## src/rtl/alu_issue_stage.sv

```systemverilog
// alu_issue_stage: decode OP/OP-IMM/LUI/AUIPC into an ALU bundle behind a registered skid buffer
module alu_issue_stage (
  input  logic        clk,
  input  logic        rst_n,
  input  logic        flush,
  input  logic        in_valid,
  output logic        in_ready,
  input  logic [31:0] instr,
  input  logic [31:0] pc,
  input  logic [31:0] rs1_data,
  input  logic [31:0] rs2_data,
  output logic        out_valid,
  input  logic        out_ready,
  output logic [31:0] in1,
  output logic [31:0] in2,
  output logic [4:0]  shamt,
  output logic        use_shamt,
  output logic [2:0]  funct3,
  output logic [6:0]  funct7,
  output logic [4:0]  rd,
  output logic        rd_we,
  output logic        illegal
);
  logic [86:0] dec, m_data, s_data;
  logic m_valid, s_valid, acc;
  logic [6:0] op, f7, d_f7;
  logic [2:0] f3, d_f3;
  logic is_op, is_imm, is_lui, is_aui, shift, legal;
  logic [31:0] d_in1, d_in2;
  logic [4:0] d_shamt;
  always_comb begin
    op = instr[6:0];
    f3 = instr[14:12];
    f7 = instr[31:25];
    is_op = op == 7'b0110011;
    is_imm = op == 7'b0010011;
    is_lui = op == 7'b0110111;
    is_aui = op == 7'b0010111;
    shift = (is_op || is_imm) && f3[1:0] == 2'b01;
    legal = is_lui || is_aui
      || (is_op && (f7 == 7'h00 || (f7 == 7'h20 && (f3 == 3'd0 || f3 == 3'd5))))
      || (is_imm && (f3 != 3'd1 || f7 == 7'h00) && (f3 != 3'd5 || f7 == 7'h00 || f7 == 7'h20));
    d_in1 = !legal ? 32'd0 : (is_op || is_imm) ? rs1_data : is_aui ? pc : 32'd0;
    d_in2 = !legal ? 32'd0 : is_op ? rs2_data
      : is_imm ? {{20{instr[31]}}, instr[31:20]} : {instr[31:12], 12'd0};
    d_shamt = (!legal || !shift) ? 5'd0 : is_op ? rs2_data[4:0] : instr[24:20];
    d_f3 = (legal && (is_op || is_imm)) ? f3 : 3'd0;
    // immediate forms only carry funct7 for SRLI/SRAI; everything else is forced to zero
    d_f7 = !legal ? 7'd0 : (is_op || (is_imm && f3 == 3'd5)) ? f7 : 7'd0;
    dec = {d_in1, d_in2, d_shamt, legal && shift, d_f3, d_f7, instr[11:7],
           legal && instr[11:7] != 5'd0, !legal};
  end
  assign acc = in_valid && !s_valid && !flush;
  assign in_ready = !s_valid;
  assign out_valid = m_valid;
  assign {in1, in2, shamt, use_shamt, funct3, funct7, rd, rd_we, illegal} = m_data;
  always_ff @(posedge clk or negedge rst_n) begin
    if (!rst_n) begin
      m_valid <= 1'b0;
      s_valid <= 1'b0;
      m_data <= '0;
      s_data <= '0;
    end else if (flush) begin
      m_valid <= 1'b0;
      s_valid <= 1'b0;
    end else if (!m_valid || out_ready) begin
      if (s_valid) begin
        m_data <= s_data;
        s_valid <= 1'b0;
      end else begin
        m_valid <= acc;
        if (acc) m_data <= dec;
      end
    end else if (acc) begin
      s_valid <= 1'b1;
      s_data <= dec;
    end
  end
endmodule

```

## config.mk

```make
export PLATFORM = sky130hd
export DESIGN_NAME = alu_issue_stage
export DESIGN_NICKNAME = d
export VERILOG_FILES = /design/src/rtl/alu_issue_stage.sv
export SDC_FILE = /design/constraint.sdc
export NUM_CORES = 1
export LEC_CHECK = 0
export CAP_MARGIN = 20
export CELL_PAD_IN_SITES_DETAIL_PLACEMENT = 1
export CELL_PAD_IN_SITES_GLOBAL_PLACEMENT = 1
export CORE_UTILIZATION = 40
export CTS_CLUSTER_DIAMETER = 100
export DETAILED_ROUTE_END_ITERATION = 6
export PLACE_DENSITY = 0.85
export SETUP_SLACK_MARGIN = 0.05
export SLEW_MARGIN = 10
export SYNTH_ARGS = -nofsm -noshare
export SYNTH_HDL_FRONTEND = slang
export SYNTH_SLANG_ARGS = --single-unit
```

## constraint.sdc

```tcl
create_clock -name clk -period 4.3 [get_ports clk]
set_input_delay 1.29 -clock clk [delete_from_list [all_inputs] [get_ports clk]]
set_output_delay 1.29 -clock clk [all_outputs]
set_load 0.05 [all_outputs]
```

==> out/metrics.csv, run 1 <==
stage;metric;value;unit
critical_path;Worst path slowest cell;dfrtp_4;
cts;CTS buffer count;17;
timing;Slew HR;38.45;%
cts;CTS tree;done;
timing;endpoints failing setup;0;
timing;period utilization;83.53;%
die;Std-Cell Rows;53;
layout;area grow syn2layout;34.27;%
timing;min Tclk post-route;3.592;ns
critical_path;Req. time, crit path;3.01;ns
critical_path;Max FO, Critical Path;68;
logic_synthesis;synth top area cells;dfrtp_1 (51%), nand2_1 (7.7%), a21oi_1 (5.9%), o31ai_1 (4.3%), o41ai_1 (3.4%);
drt;Initial DRC Count;476;
logic_synthesis;xor-xnor portion of the synthesized cell area;0;%
logic_synthesis;largest family of logic cells by synthesized area;compound AO/OA/AOI/OAI gates;
logic_synthesis;mux cell area share after synthesis;4.723;%
cts;H-tree Lvls;4;
die;Initial Util;40.71;%
critical_path;CP Capture Type;output port;
die;die footprint;21980;um^2
cts;clk buf depth;2;
timing;Pins Over Slew Limit;0;
placed_design;Place WS;0.3942;ns
cts;cts-stage hold buffer count;0;
die;CORE AREA;21020;um^2
die;die width;148.3;um
logic_synthesis;Post-Synth Simple-Gate Area;19.21;%
logic_synthesis;most frequent cells after synthesis;dfrtp_1 (176), nand2_1 (176), a21oi_1 (101);
drt;Remaining DRCs;0;
logic_synthesis;Post-synth EDFFs;0;
drt;WL final;26.99;mm
global_route;first-pass GRT wire length;43.49;mm
logic_synthesis;share of flip-flops with an asynchronous set or reset;100.0;%
logic_synthesis;Post-Syn Area;8557;um^2
timing;post-route setup TNS;0;ns
global_route;GRT Total Usage;25.52;%
layout;layout cell share with drive strength beyond 1;7.938;%
cts;worst-skew pair later-pin latency;0.43;ns
critical_path;CP delay by family, top;buffers and inverters;
logic_synthesis;Synth area leader;dfrtp_1;
die;Die Height;148.3;um
logic_synthesis;Post-Syn Area per Cell;9.424;um^2
power_and_ir_drop;total power per unit cell area;356.4;nW/um^2
logic_synthesis;cell count after synthesis;908;
critical_path;WP buf/inv;2;
min_path;hold path start;m_data[13]$_DFFE_PN0P_;
cts;post-CTS setup buffer count;0;
logic_synthesis;dominant synthesized flop cell;dfrtp_1;
logic_synthesis;Seq/Total Area, Yosys;51.47;%
global_route;total gr overflow;0;
placed_design;Final GP Congestion;0.8066;
layout;Final #Nets;1216;
placed_design;Final HPWL DP;18.22;mm
power_and_ir_drop;Static Leak;5.033;nW
drt;router iterations before antenna repair;5;
timing;Final Hold Fails;0;
logic_synthesis;synth warn;0;
critical_path;Worst Setup SP;s_valid$_DFFE_PN0P_;
drt;wire per inst;19.69;um
logic_synthesis;Syn Nets;1041;
logic_synthesis;area share of the largest cell type after synthesis;51.47;%
cts;clock root buffer;clkbuf_16;
drt;Vias/cell;5.567;
critical_path;CP arrival;2.30;ns
cts;CTS clk-pin slew, worst paths;0.07;ns
cts;post-CTS resize count;0;
global_route;vias in the first global route;7964;
drt;Vias;7633;
global_route;initial antenna violation count;0;
min_path;Worst Hold Class;flip-flop to flip-flop;
power_and_ir_drop;Pwr Total;4.095;mW
timing;PnR worst setup slack;0.7083;ns
cts;Sink Count;176;
layout;Ant. Diodes;0;
logic_synthesis;count of distinct cell types in the synthesized netlist;46;
logic_synthesis;number of synthesized register bits;176;
timing;Achievable Freq;0.2784;GHz
logic_synthesis;Post-Synth Adder-Cell Area;0;%
timing;Final Skew;0.007623;ns
layout;FILL cells;2315;
global_route;largest net degree at the start of global routing;104;
timing;RSZ-0062 raised after global routing;no;
critical_path;max incr delay on CP;0.85;ns
placed_design;PortBufs;221;
job;MaxCap Viol Count;0;
timing;worst-margin pin slew;0.9232;ns
layout;Finished Core Util;54.66;%
critical_path;R2R Path Start;s_valid$_DFFE_PN0P_;
power_and_ir_drop;Peak VDD IR;0.0002310;V
critical_path;CP Launch Type;flip-flop;
outcome;status;finished clean;
die;Ports;222;
critical_path;CP Cell Sequence;inv_1 -> clkdlybuf4s50_1;
drt;Detail Route Antenna Nets;0;
critical_path;crit path kind;flip-flop to output port;
logic_synthesis;Synth Area in Compound Gates;19.58;%
-- path summary, 6_finish.rpt --
check / endpoint / slack [ns] / cells after the start
setup / recovery: in_ready / 0.71 / 2
hold / removal: m_data[13]$_DFFE_PN0P_ / 0.47 / 2
setup reg to reg: s_data[73]$_DFFE_PN0P_ / 1.53 / 7
hold reg to reg: m_data[13]$_DFFE_PN0P_ / 0.47 / 2
max in group asynchronous: m_data[67]$_DFFE_PN0P_ / 2.60 / 2
min in group asynchronous: s_data[10]$_DFFE_PN0P_ / 0.89 / 1
-- power breakdown --
part	switching, mW	leakage, nW	internal (mW)	total, mW
logic	0.506	2.39	0.306	0.813
registers	0.0476	2.37	1.74	1.78
clock network	0.692	0.281	0.806	1.50
-- state kept, by name, indices dropped and copies added, names as in the netlist --
| register | cells |
|---|---|
| s_valid | 1 |
| out_valid | 1 |
| m_data | 87 |
| s_data | 87 |
-- kinds of logic after synthesis --
group	count (synthesis)
AO/OA/AOI/OAI	257
flip-flops	176
buffers and inverters	86
multiplexers	38
AND/OR/NAND/NOR	351
-- worst reg2reg max path, stage by stage (launching register included) --
cell     delay, ns
dfrtp_4       0.85
inv_1         0.26
buf_4         0.23
nand2_1       0.13
or2_4         0.58
buf_12        0.37
nand2_1       0.15
o31ai_1       0.09
-- layout make-up --
type / count / area [um^2] / area share, %
clock inverter: 15 / 136.4 / 1.187
timing repair buffer: 240 / 2419 / 21.05
inverter: 2 / 7.507 / 0.06534
sequential: 176 / 4408 / 38.36
tap: 275 / 344.1 / 2.995
clock buffer: 17 / 425.4 / 3.702
multi-input combinational: 646 / 3750 / 32.64
-- cells in the final DEF, fill, tap and decap left out, types with 7 or more instances in the layout --
cell	netlist	layout
nor2b_1	34	33
dfrtp_1	176	175
and2_1	7	7
clkdlybuf4s50_1	0	220
mux2i_1	19	19
o41ai_1	33	33
a21oi_1	101	101
nand2_1	176	176
buf_4	2	14
o31ai_1	49	49
nor2_1	56	55
a32oi_1	19	19
a221oi_1	9	9
mux2_2	19	19
clkbuf_16	0	17
and3_1	40	40
nand3_1	15	15
o21ai_0	34	34
-- stage by stage --
stage	area (um^2)	cells	hold WS (ns)
floorplan	8557	908	0.4390
global route	11490	1371	0.4803
global placement	10930	1339	0.4482
CTS	11490	1371	0.4709
detailed placement	10930	1339	0.4547
finish	11490	1371	0.4650
-- routing by layer --
layer | track usage, % | vias to the layer above | part of all wire (%)
met2 | 41.71 | 216 | 48
met5 | 0 | - | 0
met4 | 9.536 | 0 | 2.7
met3 | 4.540 | 41 | 4.3
li1 | - | 3585 | -
met1 | 33.84 | 3791 | 45
Note: power is estimated with default switching activity, not from simulation.
==> inputs of run 2 (changes only) <==
--- a/config.mk
+++ b/config.mk
@@ -8,10 +8,10 @@
 export CAP_MARGIN = 20
 export CELL_PAD_IN_SITES_DETAIL_PLACEMENT = 1
 export CELL_PAD_IN_SITES_GLOBAL_PLACEMENT = 1
-export CORE_UTILIZATION = 40
+export CORE_UTILIZATION = 37
 export CTS_CLUSTER_DIAMETER = 100
 export DETAILED_ROUTE_END_ITERATION = 6
-export PLACE_DENSITY = 0.85
+export PLACE_DENSITY = 0.8
 export SETUP_SLACK_MARGIN = 0.05
 export SLEW_MARGIN = 10
 export SYNTH_ARGS = -nofsm -noshare
==> constraint.sdc (replaced) <==
create_clock -name clk -period 3.5 [get_ports clk]
set_input_delay 1.05 -clock clk [delete_from_list [all_inputs] [get_ports clk]]
set_output_delay 1.05 -clock clk [all_outputs]
set_load 0.05 [all_outputs]
==> out/metrics.csv, run 2 (synthesized netlist as in run 1, its figures left out) <==
stage;metric;value;unit
outcome;status;finished clean;
drt;Vias/cell;5.588;
timing;Final Hold Fails;0;
placed_design;Final GP Congestion;0.9068;
drt;Initial DRC Count;510;
timing;endpoints failing setup;0;
global_route;total gr overflow;0;
global_route;GRT Total Usage;24.61;%
cts;CTS clk-pin slew, worst paths;0.07;ns
timing;min Tclk post-route;3.099;ns
timing;post-route setup TNS;0;ns
cts;Sink Count;176;
die;Initial Util;37.79;%
die;die width;154.1;um
global_route;first-pass GRT wire length;45.86;mm
global_route;vias in the first global route;8336;
global_route;largest net degree at the start of global routing;71;
drt;Detail Route Antenna Nets;0;
layout;area grow syn2layout;36.72;%
layout;commonest non-fill, non-tap cell in the layout;clkdlybuf4s50_1;
power_and_ir_drop;Comb pwr share;19.9;%
critical_path;slack of the worst reg-to-reg path;0.82;ns
power_and_ir_drop;Seq pwr share;43.2;%
placed_design;Placement Cell Area;11120;um^2
die;Die Height;154.1;um
cts;clk buf depth;2;
power_and_ir_drop;sw power;1.564;mW
power_and_ir_drop;Static Leak;5.138;nW
power_and_ir_drop;Net Sw Frac;30.66;%
die;CORE AREA;22640;um^2
timing;RSZ-0062 raised after global routing;no;
die;die footprint;23740;um^2
placed_design;Final HPWL DP;19.73;mm
critical_path;crit path kind;input port to flip-flop;
layout;Final #Nets;1237;
drt;WL final;28.50;mm
cts;clock root buffer;clkbuf_16;
critical_path;R2R Path Start;s_valid$_DFFE_PN0P_;
drt;Remaining DRCs;0;
timing;PnR worst setup slack;0.4009;ns
cts;post-CTS setup buffer count;0;
layout;Largest regs;m_data (87), s_data (87);
timing;Final Skew;0.008827;ns
timing;worst-margin pin slew;0.7470;ns
timing;Achievable Freq;0.3227;GHz
cts;CTS tree;done;
layout;Seq. cell area;4408;um^2
critical_path;Max FO, Critical Path;33;
cts;cts-stage hold buffer count;0;
power_and_ir_drop;Peak VDD IR;0.0002386;V
placed_design;Place WS;0.01470;ns
layout;commonest non-fill, non-tap cells in the layout;clkdlybuf4s50_1 (219), nand2_1 (176), dfrtp_1 (175);
critical_path;Req. time, crit path;3.82;ns
timing;Pins Over Slew Limit;0;
timing;period utilization;88.55;%
critical_path;CP Capture Type;flip-flop;
critical_path;CP Launch Type;input port;
critical_path;critical register-to-register path endpoint;s_data[55]$_DFFE_PN0P_;
drt;wire per inst;20.30;um
die;Ports;222;
layout;layout cell share with drive strength beyond 1;9.669;%
layout;FILL cells;2523;
cts;post-CTS resize count;0;
min_path;Worst Hold Class;flip-flop to flip-flop;
layout;area of the multi-input gates;3741;um^2
drt;Vias;7846;
power_and_ir_drop;total power per unit cell area;436.0;nW/um^2
global_route;initial antenna violation count;2;
cts;CTS buffer count;17;
power_and_ir_drop;Clk pwr share;36.9;%
cts;H-tree Lvls;4;
job;MaxCap Viol Count;0;
critical_path;CP arrival;3.42;ns
cts;worst-skew pair later-pin latency;0.43;ns
critical_path;Critical Path Sink;s_data[35]$_DFFE_PN0P_;
placed_design;PortBufs;221;
layout;post-route cell area;11700;um^2
drt;router iterations before antenna repair;4;
power_and_ir_drop;internal power;3.537;mW
critical_path;Worst Setup SP;instr[25];
timing;Slew HR;50.20;%
critical_path;FF-to-FF path depth;6;
die;Std-Cell Rows;55;
run 2: cell count changes in the layout (fill, tap and decap cells not counted), moves of 2 or more:
cell	before	now
diode_2	0	2
buf_4	14	33
buf_12	5	8
clkinv_2	6	2
clkinvlp_4	1	3
run 2: how the worst min path moves through the flow:
stage                           start                endpoint  slack [ns]  cells past startpoint
6_report        m_data[8]$_DFFE_PN0P_   m_data[8]$_DFFE_PN0P_        0.47                      2
5_1_grt        s_data[81]$_DFFE_PN0P_  s_data[81]$_DFFE_PN0P_        0.49                      2
4_1_cts         m_data[7]$_DFFE_PN0P_   m_data[7]$_DFFE_PN0P_        0.47                      2
3_5_place_dp    m_data[7]$_DFFE_PN0P_   m_data[7]$_DFFE_PN0P_        0.46                      2
3_3_place_gp    m_data[8]$_DFFE_PN0P_   m_data[8]$_DFFE_PN0P_        0.45                      2
2_1_floorplan  s_data[15]$_DFFE_PN0P_  s_data[15]$_DFFE_PN0P_        0.44                      2
run 2: worst max-delay path, cell delays in order:
cell and delay, ns:
clkdlybuf4s50_1 0.42, or4_4 0.56, o32ai_2 0.31, a31o_2 0.23, nand2_2 0.09, buf_4 0.29, buf_4 0.22, o21ai_0 0.23
run 2: routing by layer:
metal	GRT usage (%)	up-vias	routed length [um]
met5	0	-	0
met4	11.71	0	1044
met3	2.818	62	830
met2	41.88	214	14290
met1	31.23	3942	12330
li1	-	3628	-
run 2: cell type report:
class / count / share of cell area [%]
tap: 285 / 3.048
inverter: 2 / 0.06417
clock inverter: 13 / 1.080
sequential: 176 / 37.68
multi-input combinational: 646 / 31.98
antenna: 2 / 0.04278
clock buffer: 19 / 3.786
timing repair buffer: 261 / 22.32
run 2: power groups by stage:
| stage | clock network, mW | registers (mW) | logic [mW] |
|---|---|---|---|
| after floorplan | 0 | 2.49 | 0.266 |
| after global placement | 0 | 2.24 | 1.00 |
| after detailed placement | 0 | 2.24 | 1.02 |
| after CTS | 1.92 | 2.20 | 1.02 |
| after global routing | 1.99 | 2.21 | 1.08 |
| final | 1.88 | 2.20 | 1.02 |
run 2: per-stage QoR:
step	cells	utilization [%]	power, mW	hold WS [ns]
after detailed placement	1370	49.14	3.257	0.4567
after global placement	1370	49.14	3.236	0.4488
after global routing	1404	51.67	5.289	0.4856
after CTS	1402	51.65	5.143	0.4724
final	1404	51.67	5.101	0.4664
after floorplan	908	-	2.760	0.4390
==> inputs of run 3 (changes only) <==
--- a/config.mk
+++ b/config.mk
@@ -11,6 +11,7 @@
 export CORE_UTILIZATION = 37
 export CTS_CLUSTER_DIAMETER = 100
 export DETAILED_ROUTE_END_ITERATION = 6
+export GPL_ROUTABILITY_DRIVEN = 0
 export PLACE_DENSITY = 0.8
 export SETUP_SLACK_MARGIN = 0.05
 export SLEW_MARGIN = 10
==> constraint.sdc (replaced) <==
create_clock -name clk -period 3.32 [get_ports clk]
set_input_delay 0.996 -clock clk [delete_from_list [all_inputs] [get_ports clk]]
set_output_delay 0.996 -clock clk [all_outputs]
set_load 0.05 [all_outputs]
==> out/metrics.csv, run 3 (synthesized netlist as in run 1, its figures left out) <==
stage;metric;value;unit
outcome;status;finished clean;
global_route;initial antenna violation count;3;
cts;CTS buffer count;17;
cts;Sink Count;176;
global_route;total gr overflow;0;
die;Initial Util;37.79;%
drt;Detail Route Antenna Nets;0;
timing;Pins Over Slew Limit;0;
die;Std-Cell Rows;55;
layout;Finished Core Util;51.91;%
drt;WL final;28.42;mm
global_route;first-pass GRT wire length;45.20;mm
timing;Final Skew;0.01077;ns
timing;post-route setup TNS;0;ns
timing;period utilization;87.16;%
cts;CTS clk-pin slew, worst paths;0.07;ns
critical_path;Max FO, Critical Path;60;
die;CORE AREA;22640;um^2
die;die width;154.1;um
layout;area grow syn2layout;37.36;%
drt;Vias/cell;5.542;
placed_design;Final HPWL DP;19.95;mm
cts;post-CTS resize count;0;
power_and_ir_drop;Static Leak;5.187;nW
cts;H-tree Lvls;4;
die;Ports;222;
timing;Achievable Freq;0.3456;GHz
layout;layout cell share with drive strength beyond 1;9.991;%
die;Die Height;154.1;um
timing;worst-margin pin slew;0.7600;ns
placed_design;Place WS;-0.009597;ns
timing;RSZ-0062 raised after global routing;no;
global_route;GRT Total Usage;24.58;%
die;die footprint;23740;um^2
timing;Final Hold Fails;0;
global_route;vias in the first global route;8147;
power_and_ir_drop;total power per unit cell area;467.0;nW/um^2
timing;hold_ws;0.4684;ns
cts;clock root buffer;clkbuf_16;
critical_path;CP Capture Type;flip-flop;
power_and_ir_drop;Pwr Total;5.489;mW
global_route;largest net degree at the start of global routing;66;
timing;endpoints failing setup;0;
layout;commonest non-fill, non-tap cells in the layout;clkdlybuf4s50_1 (219), nand2_1 (176), dfrtp_1 (175);
cts;clk buf depth;2;
cts;cts-stage hold buffer count;0;
layout;commonest non-fill, non-tap cell in the layout;clkdlybuf4s50_1;
drt;router iterations before antenna repair;5;
job;MaxCap Viol Count;0;
drt;Initial DRC Count;443;
timing;Slew HR;49.33;%
critical_path;crit path kind;input port to flip-flop;
timing;PnR worst setup slack;0.4262;ns
layout;Final #Nets;1241;
critical_path;Req. time, crit path;3.61;ns
cts;CTS tree;done;
critical_path;CP arrival;3.19;ns
drt;wire per inst;20.19;um
placed_design;PortBufs;221;
layout;FILL cells;2564;
placed_design;Placement Cell Area;11140;um^2
critical_path;CP Launch Type;input port;
cts;worst-skew pair later-pin latency;0.43;ns
min_path;Worst Hold Class;flip-flop to flip-flop;
layout;Final Non-Filler Cells;1408;
drt;Remaining DRCs;0;
layout;Largest regs;m_data (87), s_data (87);
power_and_ir_drop;Peak VDD IR;0.0003246;V
timing;min Tclk post-route;2.894;ns
layout;post-route cell area;11750;um^2
placed_design;number of placed instances, taps included;1374;
cts;post-CTS setup buffer count;0;
drt;Vias;7803;
[run 3: power by group]
| group | switching (mW) | total (mW) | leakage [nW] | internal [mW] |
|---|---|---|---|---|
| registers | 0.0687 | 2.32 | 2.37 | 2.25 |
| logic | 0.664 | 1.08 | 2.52 | 0.412 |
| clock network | 0.893 | 2.09 | 0.302 | 1.20 |
| total | 1.63 | 5.49 | 5.19 | 3.86 |
[run 3: path summary, 6_finish.rpt]
check	cells after the start	startpoint	slack (ns)	endpoint
worst max register to register	5	s_valid$_DFFE_PN0P_	1.21	s_data[86]$_DFFE_PN0P_
worst min register to register	2	m_data[8]$_DFFE_PN0P_	0.47	m_data[8]$_DFFE_PN0P_
worst max-delay path	7	instr[25]	0.43	m_data[65]$_DFFE_PN0P_
worst min-delay path	2	m_data[8]$_DFFE_PN0P_	0.47	m_data[8]$_DFFE_PN0P_
max in group asynchronous	2	rst_n	2.00	m_data[84]$_DFFE_PN0P_
min in group asynchronous	1	rst_n	0.56	s_data[17]$_DFFE_PN0P_
[run 3: worst max-delay path, cell delays in order]
cell	delay [ns]
clkdlybuf4s50_1	0.42
or4_4	0.56
o32ai_2	0.27
a31o_2	0.22
nand2_2	0.08
buf_12	0.22
o41ai_1	0.39
[run 3: final cells by class]
type / instances / area, um^2 / area share (%)
sequential: 176 / 4408 / 37.50
multi-input combinational: 646 / 3741 / 31.83
timing repair buffer: 265 / 2629 / 22.37
clock buffer: 18 / 429.2 / 3.651
tap: 285 / 356.6 / 3.034
clock inverter: 14 / 177.7 / 1.512
inverter: 2 / 7.507 / 0.06387
antenna: 2 / 5.005 / 0.04258
[run 3: routing by layer]
layer	routed length, um	share of wire (%)	global-route usage, %	up-vias
met4	1065	3.7	12.14	2
met2	14070	50	40.91	212
met1	12340	43	31.25	3877
met3	934	3.3	3.636	65
li1	-	-	-	3647
met5	13	0.046	0	-
